File: config.mk
export PLATFORM = sky130hd
export DESIGN_NAME = seg7_scan_ctrl
export DESIGN_NICKNAME = d
export VERILOG_FILES = /design/src/rtl/seg7_scan_ctrl.sv
export SDC_FILE = /design/constraint.sdc
export NUM_CORES = 1
export LEC_CHECK = 0
export ABC_CLOCK_PERIOD_IN_PS = 5700
export BUFFER_PORTS_ARGS = -buffer_cell sky130_fd_sc_hd__buf_2
export CAP_MARGIN = 0
export CORE_ASPECT_RATIO = 0.75
export CORE_UTILIZATION = 55
export CTS_BUF_LIST = sky130_fd_sc_hd__clkbuf_4
export CTS_CLUSTER_DIAMETER = 80
export DETAILED_ROUTE_END_ITERATION = 8
export PLACE_DENSITY = 0.76
export SLEW_MARGIN = 30
export SYNTH_ARGS = -nofsm -noshare
export SYNTH_HDL_FRONTEND = slang
export SYNTH_SLANG_ARGS = --single-unit
File: constraint.sdc
create_clock -name CLK -period 5.7 [get_ports CLK]
set_input_delay 1.14 -clock CLK [delete_from_list [all_inputs] [get_ports CLK]]
set_output_delay 1.14 -clock CLK [all_outputs]
set_load 0.05 [all_outputs]
File: src/rtl/seg7_scan_ctrl.sv
// rtl/seg7_scan_ctrl.sv - time-multiplexed scan controller for a shared 7-segment decoder
//
// Purpose: snapshots NDIG BCD digits once per frame, then scans them from the most
// to the least significant position. Each digit gets a GUARD all-off interval
// followed by DWELL cycles of drive. Leading-zero blanking and per-digit blink are
// applied on the way to the decoder.
//
// Ports:
//   CLK        system clock
//   nRST       asynchronous active-low reset
//   EN         scan enable, 0 blanks the display and parks in IDLE
//   DIGITS     BCD digits, DIGITS[4k+3:4k] is digit k, k=0 is rightmost
//   BLINK_MASK bit k=1 makes digit k blink
//   LZB        leading-zero blanking enable
//   DEC_DIN    code to the shared decoder, 4'hF is blank
//   nDIG       active-low one-hot digit select
//   FRAME      one-cycle pulse during the LOAD cycle
module seg7_scan_ctrl #(
  parameter int NDIG         = 6,
  parameter int DWELL        = 4096,
  parameter int GUARD        = 64,
  parameter int BLINK_FRAMES = 64
) (
  input  logic                CLK,
  input  logic                nRST,
  input  logic                EN,
  input  logic [4*NDIG-1:0]   DIGITS,
  input  logic [NDIG-1:0]     BLINK_MASK,
  input  logic                LZB,
  output logic [3:0]          DEC_DIN,
  output logic [NDIG-1:0]     nDIG,
  output logic                FRAME
);

  localparam int IW   = $clog2(NDIG);
  localparam int CMAX = (DWELL > GUARD) ? DWELL : GUARD;
  localparam int CW   = $clog2(CMAX);
  localparam int FW   = $clog2(BLINK_FRAMES + 1);

  localparam logic [CW-1:0] GUARD_LAST = CW'(GUARD - 1);
  localparam logic [CW-1:0] DWELL_LAST = CW'(DWELL - 1);
  localparam logic [FW-1:0] FRAMES_TOP = FW'(BLINK_FRAMES);
  localparam logic [IW-1:0] IDX_TOP    = IW'(NDIG - 1);

  typedef enum logic [1:0] {S_IDLE, S_LOAD, S_GUARD, S_ON} state_t;

  state_t              r_state;
  logic [IW-1:0]       r_idx;
  logic [CW-1:0]       r_cnt;
  logic [FW-1:0]       r_fcnt;
  logic                r_phase;
  logic [4*NDIG-1:0]   r_sh_digits;
  logic [NDIG-1:0]     r_sh_mask;
  logic                r_sh_lzb;
  logic                r_sh_phase;
  logic [3:0]          r_dec;
  logic [NDIG-1:0]     r_ndig;
  logic                r_frame;

  logic [FW-1:0]       w_fcnt_inc;
  logic                w_fcnt_wrap;
  logic [IW-1:0]       w_idx_dec;
  logic [3:0]          w_first_code;
  logic [3:0]          w_next_code;
  logic [NDIG-1:0]     w_ndig_on;

  // Effective decoder code for digit k: leading-zero blank, then blink, then raw.
  function automatic logic [3:0] eff_code(
    input logic [4*NDIG-1:0] digits,
    input logic [NDIG-1:0]   mask,
    input logic              lzb,
    input logic              phase,
    input logic [IW-1:0]     k
  );
    logic       lead_zero;
    logic       blink_sel;
    logic [3:0] raw;
    lead_zero = 1'b1;
    blink_sel = 1'b0;
    raw       = 4'h0;
    for (int j = 0; j < NDIG; j++) begin
      if (j == int'(k)) begin
        raw       = digits[4*j +: 4];
        blink_sel = mask[j];
      end
      if ((j >= int'(k)) && (digits[4*j +: 4] != 4'h0)) lead_zero = 1'b0;
    end
    if (lzb && (k != '0) && lead_zero) return 4'hF;
    if (phase && blink_sel) return 4'hF;
    return raw;
  endfunction

  assign w_fcnt_inc  = r_fcnt + 1'b1;
  assign w_fcnt_wrap = (w_fcnt_inc == FRAMES_TOP);
  assign w_idx_dec   = r_idx - 1'b1;
  assign w_ndig_on   = ~(NDIG'(1) << r_idx);

  // The first digit's code is needed in the GUARD cycle right after LOAD, before the
  // shadow registers are visible, so it is computed from the values being latched.
  // The blink phase in effect for a frame is the one held before this LOAD's update.
  assign w_first_code = eff_code(DIGITS, BLINK_MASK, LZB, r_phase, IDX_TOP);
  assign w_next_code  = eff_code(r_sh_digits, r_sh_mask, r_sh_lzb, r_sh_phase, w_idx_dec);

  always_ff @(posedge CLK or negedge nRST) begin
    if (!nRST) begin
      r_state     <= S_IDLE;
      r_idx       <= '0;
      r_cnt       <= '0;
      r_fcnt      <= '0;
      r_phase     <= 1'b0;
      r_sh_digits <= '0;
      r_sh_mask   <= '0;
      r_sh_lzb    <= 1'b0;
      r_sh_phase  <= 1'b0;
      r_dec       <= 4'hF;
      r_ndig      <= '1;
      r_frame     <= 1'b0;
    end else if (!EN) begin
      // Frame counter and blink phase survive a disable so blinking stays regular.
      r_state <= S_IDLE;
      r_idx   <= '0;
      r_cnt   <= '0;
      r_dec   <= 4'hF;
      r_ndig  <= '1;
      r_frame <= 1'b0;
    end else begin
      case (r_state)
        S_IDLE: begin
          r_state <= S_LOAD;
          r_frame <= 1'b1;
        end
        S_LOAD: begin
          r_frame     <= 1'b0;
          r_sh_digits <= DIGITS;
          r_sh_mask   <= BLINK_MASK;
          r_sh_lzb    <= LZB;
          r_sh_phase  <= r_phase;
          r_idx       <= IDX_TOP;
          r_cnt       <= '0;
          r_dec       <= w_first_code;
          if (w_fcnt_wrap) begin
            r_fcnt  <= '0;
            r_phase <= ~r_phase;
          end else begin
            r_fcnt <= w_fcnt_inc;
          end
          r_state <= S_GUARD;
        end
        S_GUARD: begin
          if (r_cnt == GUARD_LAST) begin
            r_cnt   <= '0;
            r_ndig  <= w_ndig_on;
            r_state <= S_ON;
          end else begin
            r_cnt <= r_cnt + 1'b1;
          end
        end
        S_ON: begin
          if (r_cnt == DWELL_LAST) begin
            r_cnt  <= '0;
            r_ndig <= '1;
            if (r_idx == '0) begin
              r_dec   <= 4'hF;
              r_frame <= 1'b1;
              r_state <= S_LOAD;
            end else begin
              r_idx   <= w_idx_dec;
              r_dec   <= w_next_code;
              r_state <= S_GUARD;
            end
          end else begin
            r_cnt <= r_cnt + 1'b1;
          end
        end
        default: r_state <= S_IDLE;
      endcase
    end
  end

  assign DEC_DIN = r_dec;
  assign nDIG    = r_ndig;
  assign FRAME   = r_frame;

endmodule

=== Word level (Yosys, flattened, before mapping) ===
Cells that the tools add are included.

* Bits of input ports: 34
* Bits in registers: 68

* Magnitude comparators: 6
* $add $sub $neg: 3
* Reductions and logical operators: 29
* Bitwise logic cells: 2
* Shift-type cells: 1
* Eq/ne operators: 19
* Multiplexer cells: 59

{| class="wikitable"
|+ Operators by type and width
! kind !! number
|-
| $mux W4 || 17
|-
| $mux W12 || 3
|-
| $pmux W12 S3 || 1
|-
| $reduce_bool A4 Y1 || 7
|-
| $mux W1 || 22
|-
| $mux W6 || 3
|-
| $add A12 B1 Y12 const B || 1
|-
| $eq A12 B12 Y1 const B || 1
|-
| $eq A12 B6 Y1 const B || 1
|-
| $eq A3 B3 Y1 const A || 4
|-
| $ne A3 B3 Y1 const B || 4
|-
| $pmux W6 S2 || 1
|-
| $reduce_and A3 Y1 || 4
|-
| $logic_and A1 B1 Y1 || 11
|-
| $mux W3 || 3
|-
| $mux W2 || 4
|-
| $ne A4 B1 Y1 const B || 2
|-
| $pmux W2 S4 || 1
|-
| $pmux W4 S2 || 1
|-
| $add A7 B1 Y7 const B || 1
|-
| $eq A7 B7 Y1 const B || 1
|-
| $mux W7 || 1
|-
| $ge A1 B3 Y1 const A || 2
|-
| $ge A2 B3 Y1 const A || 2
|-
| other kinds (15) || 21
|}

=== Logic depth before layout (Yosys ltp) ===
* Depth after elaboration: 18
* Gate-level depth with buffers: 9

=== Worst setup path after synthesis ===
No wires, ideal clock.

* Kind: in2reg
* Start point: in DIGITS[20]
* End point: reg r_dec[0] (netlist: DEC_DIN[0])
* Arrival: 2328 ps
* Path buffers: 0
* Required time: 5623 ps
* Slack: 3295 ps
* Stages on the path: 5
* Library setup time: 77 ps
* Path through: or4b_2 o211ai_1 or2_2 mux2i_1 a31oi_1

* Word-level cells in the longest chain between the ends: 7

{| class="wikitable"
|+ RTL lines
! what !! RTL line !! source
|-
| start, declared || 27 || <nowiki>input logic [4*NDIG-1:0] DIGITS,</nowiki>
|-
| $reduce_bool A4 Y1 || 86 || <nowiki>if ((j >= int'(k)) && (digits[4*j +: 4] != 4'h0)) lead_zero = 1'b0;</nowiki>
|-
| $mux W1 || 86 ||
|-
| $logic_and A1 B1 Y1 || 88 || <nowiki>if (lzb && (k != '0) && lead_zero) return 4'hF;</nowiki>
|-
| $mux W1 || 88 ||
|-
| $mux W4 (*) || 89 || <nowiki>if (phase && blink_sel) return 4'hF;</nowiki>
|-
| $pmux W4 S2 (*) || 127 || <nowiki>case (r_state)</nowiki>
|-
| $mux W4 (*) || 118 || <nowiki>end else if (!EN) begin</nowiki>
|-
| end signal, assigned || 140 || <nowiki>r_dec <= w_first_code;</nowiki>
|-
| end signal, assigned || 168 || <nowiki>r_dec <= w_next_code;</nowiki>
|-
| end, declared || 56 || <nowiki>logic [3:0] r_dec;</nowiki>
|}

Every way passes the cells marked *; elsewhere a longest branch is shown, timed or not.
A chain may end at the register's enable or synchronous reset.

=== Worst setup path in the final report ===
* Start point: reg r_idx[0]
* End point: reg r_dec[1] (netlist: DEC_DIN[1])

* Word-level cells in the longest chain between the ends: 17

{| class="wikitable"
|+ RTL lines
! what !! RTL line !! source
|-
| start, declared || 48 || <nowiki>logic [IW-1:0] r_idx;</nowiki>
|-
| start signal, assigned || 167 || <nowiki>r_idx <= w_idx_dec;</nowiki>
|-
| branches (longest 13 deep; another with $sub A3 B1 Y3) || -- ||
|-
| $mux W4 (*) || 162 || <nowiki>if (r_idx == '0) begin</nowiki>
|-
| $mux W4 (*) || 159 || <nowiki>if (r_cnt == DWELL_LAST) begin</nowiki>
|-
| $pmux W4 S2 (*) || 127 ||
|-
| $mux W4 (*) || 118 ||
|}

Every way passes the cells marked *. The select of a mux whose other input is x is not followed.

==> results.json <==
{
  "dpl_cell_area_sq_um": 4000,
  "hold_viol": 0,
  "grt_antenna_before_repair": 0,
  "cp_max_fo": 14,
  "period_needed_ps": 2840,
  "outcome": "finished, final reports clean",
  "max_slew_margin_pct": 44.6,
  "grt_setup_unrepaired": "false",
  "skew_ps": 13.7,
  "synthesis.area_sq_um": 3730,
  "setup_violations": 0,
  "reg2reg_depth": 7,
  "antenna_cells": 0,
  "grt_pass1_wl_um": 13000,
  "fin_nets": 443,
  "rows": 25,
  "synthFlopType": "dfrtp_1",
  "dieArea_sq_um": 7110,
  "post_cts_buffers": 0,
  "crit_arrival_ps": 3160,
  "die_h_um": 73.3,
  "routabilityCongestion": 0.859,
  "synth_nets": 400,
  "cellPowerDensity_nw_per_um2": 454,
  "pin_count": 45,
  "clkSinkCount": 68,
  "ir_drop_uv": 227,
  "drt-initial-drc-count": 293,
  "end_kind": "flip-flop",
  "drc": 0,
  "syn_inst": 351,
  "ys_types": 61,
  "vias_per_cell": 6.07,
  "fin_crit_sh_pct": 49.9,
  "synth-edff-count": 0,
  "grt_util_all_layers_pct": 23.7,
  "maxCapViolCount": 0,
  "ys_seq_area_share_pct": 46.0,
  "grt_overflow": 0,
  "drive_gt1_share_pct": 31.3,
  "async_flop_share_pct": 100,
  "r2r_slack_ps": 2860,
  "cp_data_required_time_ps": 6020,
  "ys.warnings.count": 0,
  "worstSetupPathType": "flip-flop to flip-flop",
  "slew_viol_final": 0,
  "vias": 2914,
  "routed_wl_um": 7930,
  "cts_root_buf": "clkbuf_4",
  "area_growth_pct": 10.4,
  "postCtsHoldBufs": 0,
  "r2r-start": "r_idx[0]",
  "io_buffer_count": 44,
  "whs_endpoint": "r_phase",
  "final_design_area_no_fill_sq_um": 4120,
  "worst_slew_pin_slew_ps": 831,
  "grt_pass1_vias": 2622,
  "die_w_um": 97.1,
  "synth_seq_cells": 68,
  "h-tree-depth": 3,
  "fin_tns_setup_ps": 0,
  "fillCellCount": 523,
  "start_util_pct": 58.1,
  "avgSynthCellArea_sq_um": 10.6,
  "first_pass_iters": 4,
  "cp-start-kind": "flip-flop",
  "grt_max_degree": 69,
  "core_sq_um": 6410,
  "cts_buffers": 9,
  "avgRoutedWirePerCell_um": 16.5,
  "cts_tree": "done",
  "hold_path_class": "flip-flop to flip-flop",
  "worstHoldStart": "r_phase",
  "hpwl_um": 5790,
  "cts_buffer_depth": 2,
  "max_freq_mhz": 352,
  "ctsResizeCount": 0,
  "postRouteAntennaNets": 0,
  "clkTransAtPathRegs_ps": 120,
  "insertion_delay_ps": 430,
  "holdPathStages": 1,
  "p_leak_nw": 1.76,
  "reg2reg_to": "DEC_DIN[1]"
}
[stage by stage]
stage	setup WS (ps)	std cells	hold slack, ps	total power, mW	util (%)
floorplan	3300	351	463	1.39	-
global placement	2990	464	485	1.56	62.3
CTS	2730	480	519	1.87	64.2
detailed placement	2790	464	491	1.59	62.3
finish	2860	480	521	1.87	64.2
global route	2820	480	547	1.99	64.2
[flip-flops by register name, indices dropped and copies added, names as in the netlist, 2 cells and up]
| signal | cells |
|---|---|
| r_sh_mask | 6 |
| r_fcnt | 7 |
| DEC_DIN | 4 |
| r_state | 2 |
| r_cnt | 12 |
| nDIG | 6 |
| r_idx | 3 |
| r_sh_digits | 24 |
[logic make-up (layout without fill, tap and decap cells)]
logic type | count (synthesis) | in the layout | share of synthesized area [%]
adder cells (fa/ha/maj) | 15 | 15 | 5.04
buffers and inverters | 24 | 72 | 2.82
XOR/XNOR | 7 | 7 | 1.64
flip-flops | 68 | 68 | 46.0
AO/OA/AOI/OAI | 89 | 89 | 16.4
multiplexers | 44 | 44 | 13.1
AND/OR/NAND/NOR | 104 | 104 | 15.0
[power by group]
part           internal [mW]  leakage (nW)  switching (mW)
registers              0.657         0.836           0.158
clock network         0.0903        0.0526           0.185
logic                  0.334         0.871           0.445
total                   1.08          1.76           0.788
[cell usage after synthesis, drive strengths merged (2+ instances only)]
cell / n / area share, %
nor2: 11 / 1.1
and4: 2 / 0.50
clkbuf: 11 / 1.1
a311oi: 2 / 0.47
a21o: 7 / 1.4
a21oi: 8 / 1.2
and3: 5 / 0.87
nand2: 33 / 3.3
xnor2: 5 / 1.2
a22oi: 3 / 0.60
nor2b: 4 / 0.74
dfrtp: 58 / 39
o21ai: 30 / 4.6
o211a: 2 / 0.54
o211ai: 2 / 0.40
nor3b: 2 / 0.40
nor4: 7 / 1.6
buf: 3 / 0.70
or2: 4 / 0.67
inv: 10 / 1.0
xor2: 2 / 0.47
o41ai: 2 / 0.47
mux2: 39 / 12
a31oi: 13 / 2.2
nor3: 8 / 1.1
nand2b: 2 / 0.34
mux2i: 5 / 1.3
dfstp: 10 / 7.0
nand3: 14 / 1.9
nand3b: 5 / 1.0
o22ai: 2 / 0.34
ha: 15 / 5.0
a41oi: 4 / 0.94
a211oi: 4 / 0.81
[layout make-up]
class,count,area (sq um),area share (%)
clock buffer,9,67.6,1.64
clock inverter,7,51.3,1.25
inverter,10,37.5,0.912
multi-input combinational,259,1910,46.4
sequential,68,1710,41.6
tap,81,101,2.46
timing repair buffer,46,235,5.71
[worst max-delay path by stage]
stage               slack, ps    endpoint  startpoint
finish                   2860  DEC_DIN[1]    r_idx[0]
global route             2820  DEC_DIN[1]    r_idx[0]
CTS                      2730  DEC_DIN[1]    r_idx[0]
detailed placement       2790  DEC_DIN[1]    r_idx[0]
global placement         2990  DEC_DIN[0]          EN
floorplan                3300  DEC_DIN[0]  DIGITS[20]
[per-layer routing]
metal / share of wire (%) / global-route usage [%] / up-vias
met5: 0 / 0 / -
met4: 1.2 / 7.63 / 0
met3: 7.0 / 6.85 / 8
met2: 41 / 33.3 / 115
met1: 51 / 35.1 / 1401
li1: - / - / 1390
[worst max-delay path, cell delays in order (launching register included)]
cell and delay, ps:
dfrtp_1 560, inv_1 190, ha_1 250, ha_1 430, o21ai_0 250, a211oi_1 110
a2111oi_1 730, a31oi_1 200
[placed cells by master, fill, tap and decap left out, types with 3 or more instances in the layout]
master / n
dfrtp_1: 58
buf_2: 44
mux2_2: 37
nand2_1: 33
o21ai_0: 26
ha_1: 15
nand3_1: 14
a31oi_1: 13
nor2_1: 11
dfstp_2: 10
inv_1: 10
clkbuf_4: 9
nor3_1: 8
a21oi_1: 7
nor4_1: 6
a21o_1: 6
nand3b_1: 5
mux2i_1: 5
xnor2_1: 5
a211oi_1: 4
and3_1: 4
a41oi_1: 4
or2_2: 4
clkinvlp_4: 4
nor2b_1: 3
a22oi_1: 3
o21ai_2: 3
(Power assumes the default switching activity.)
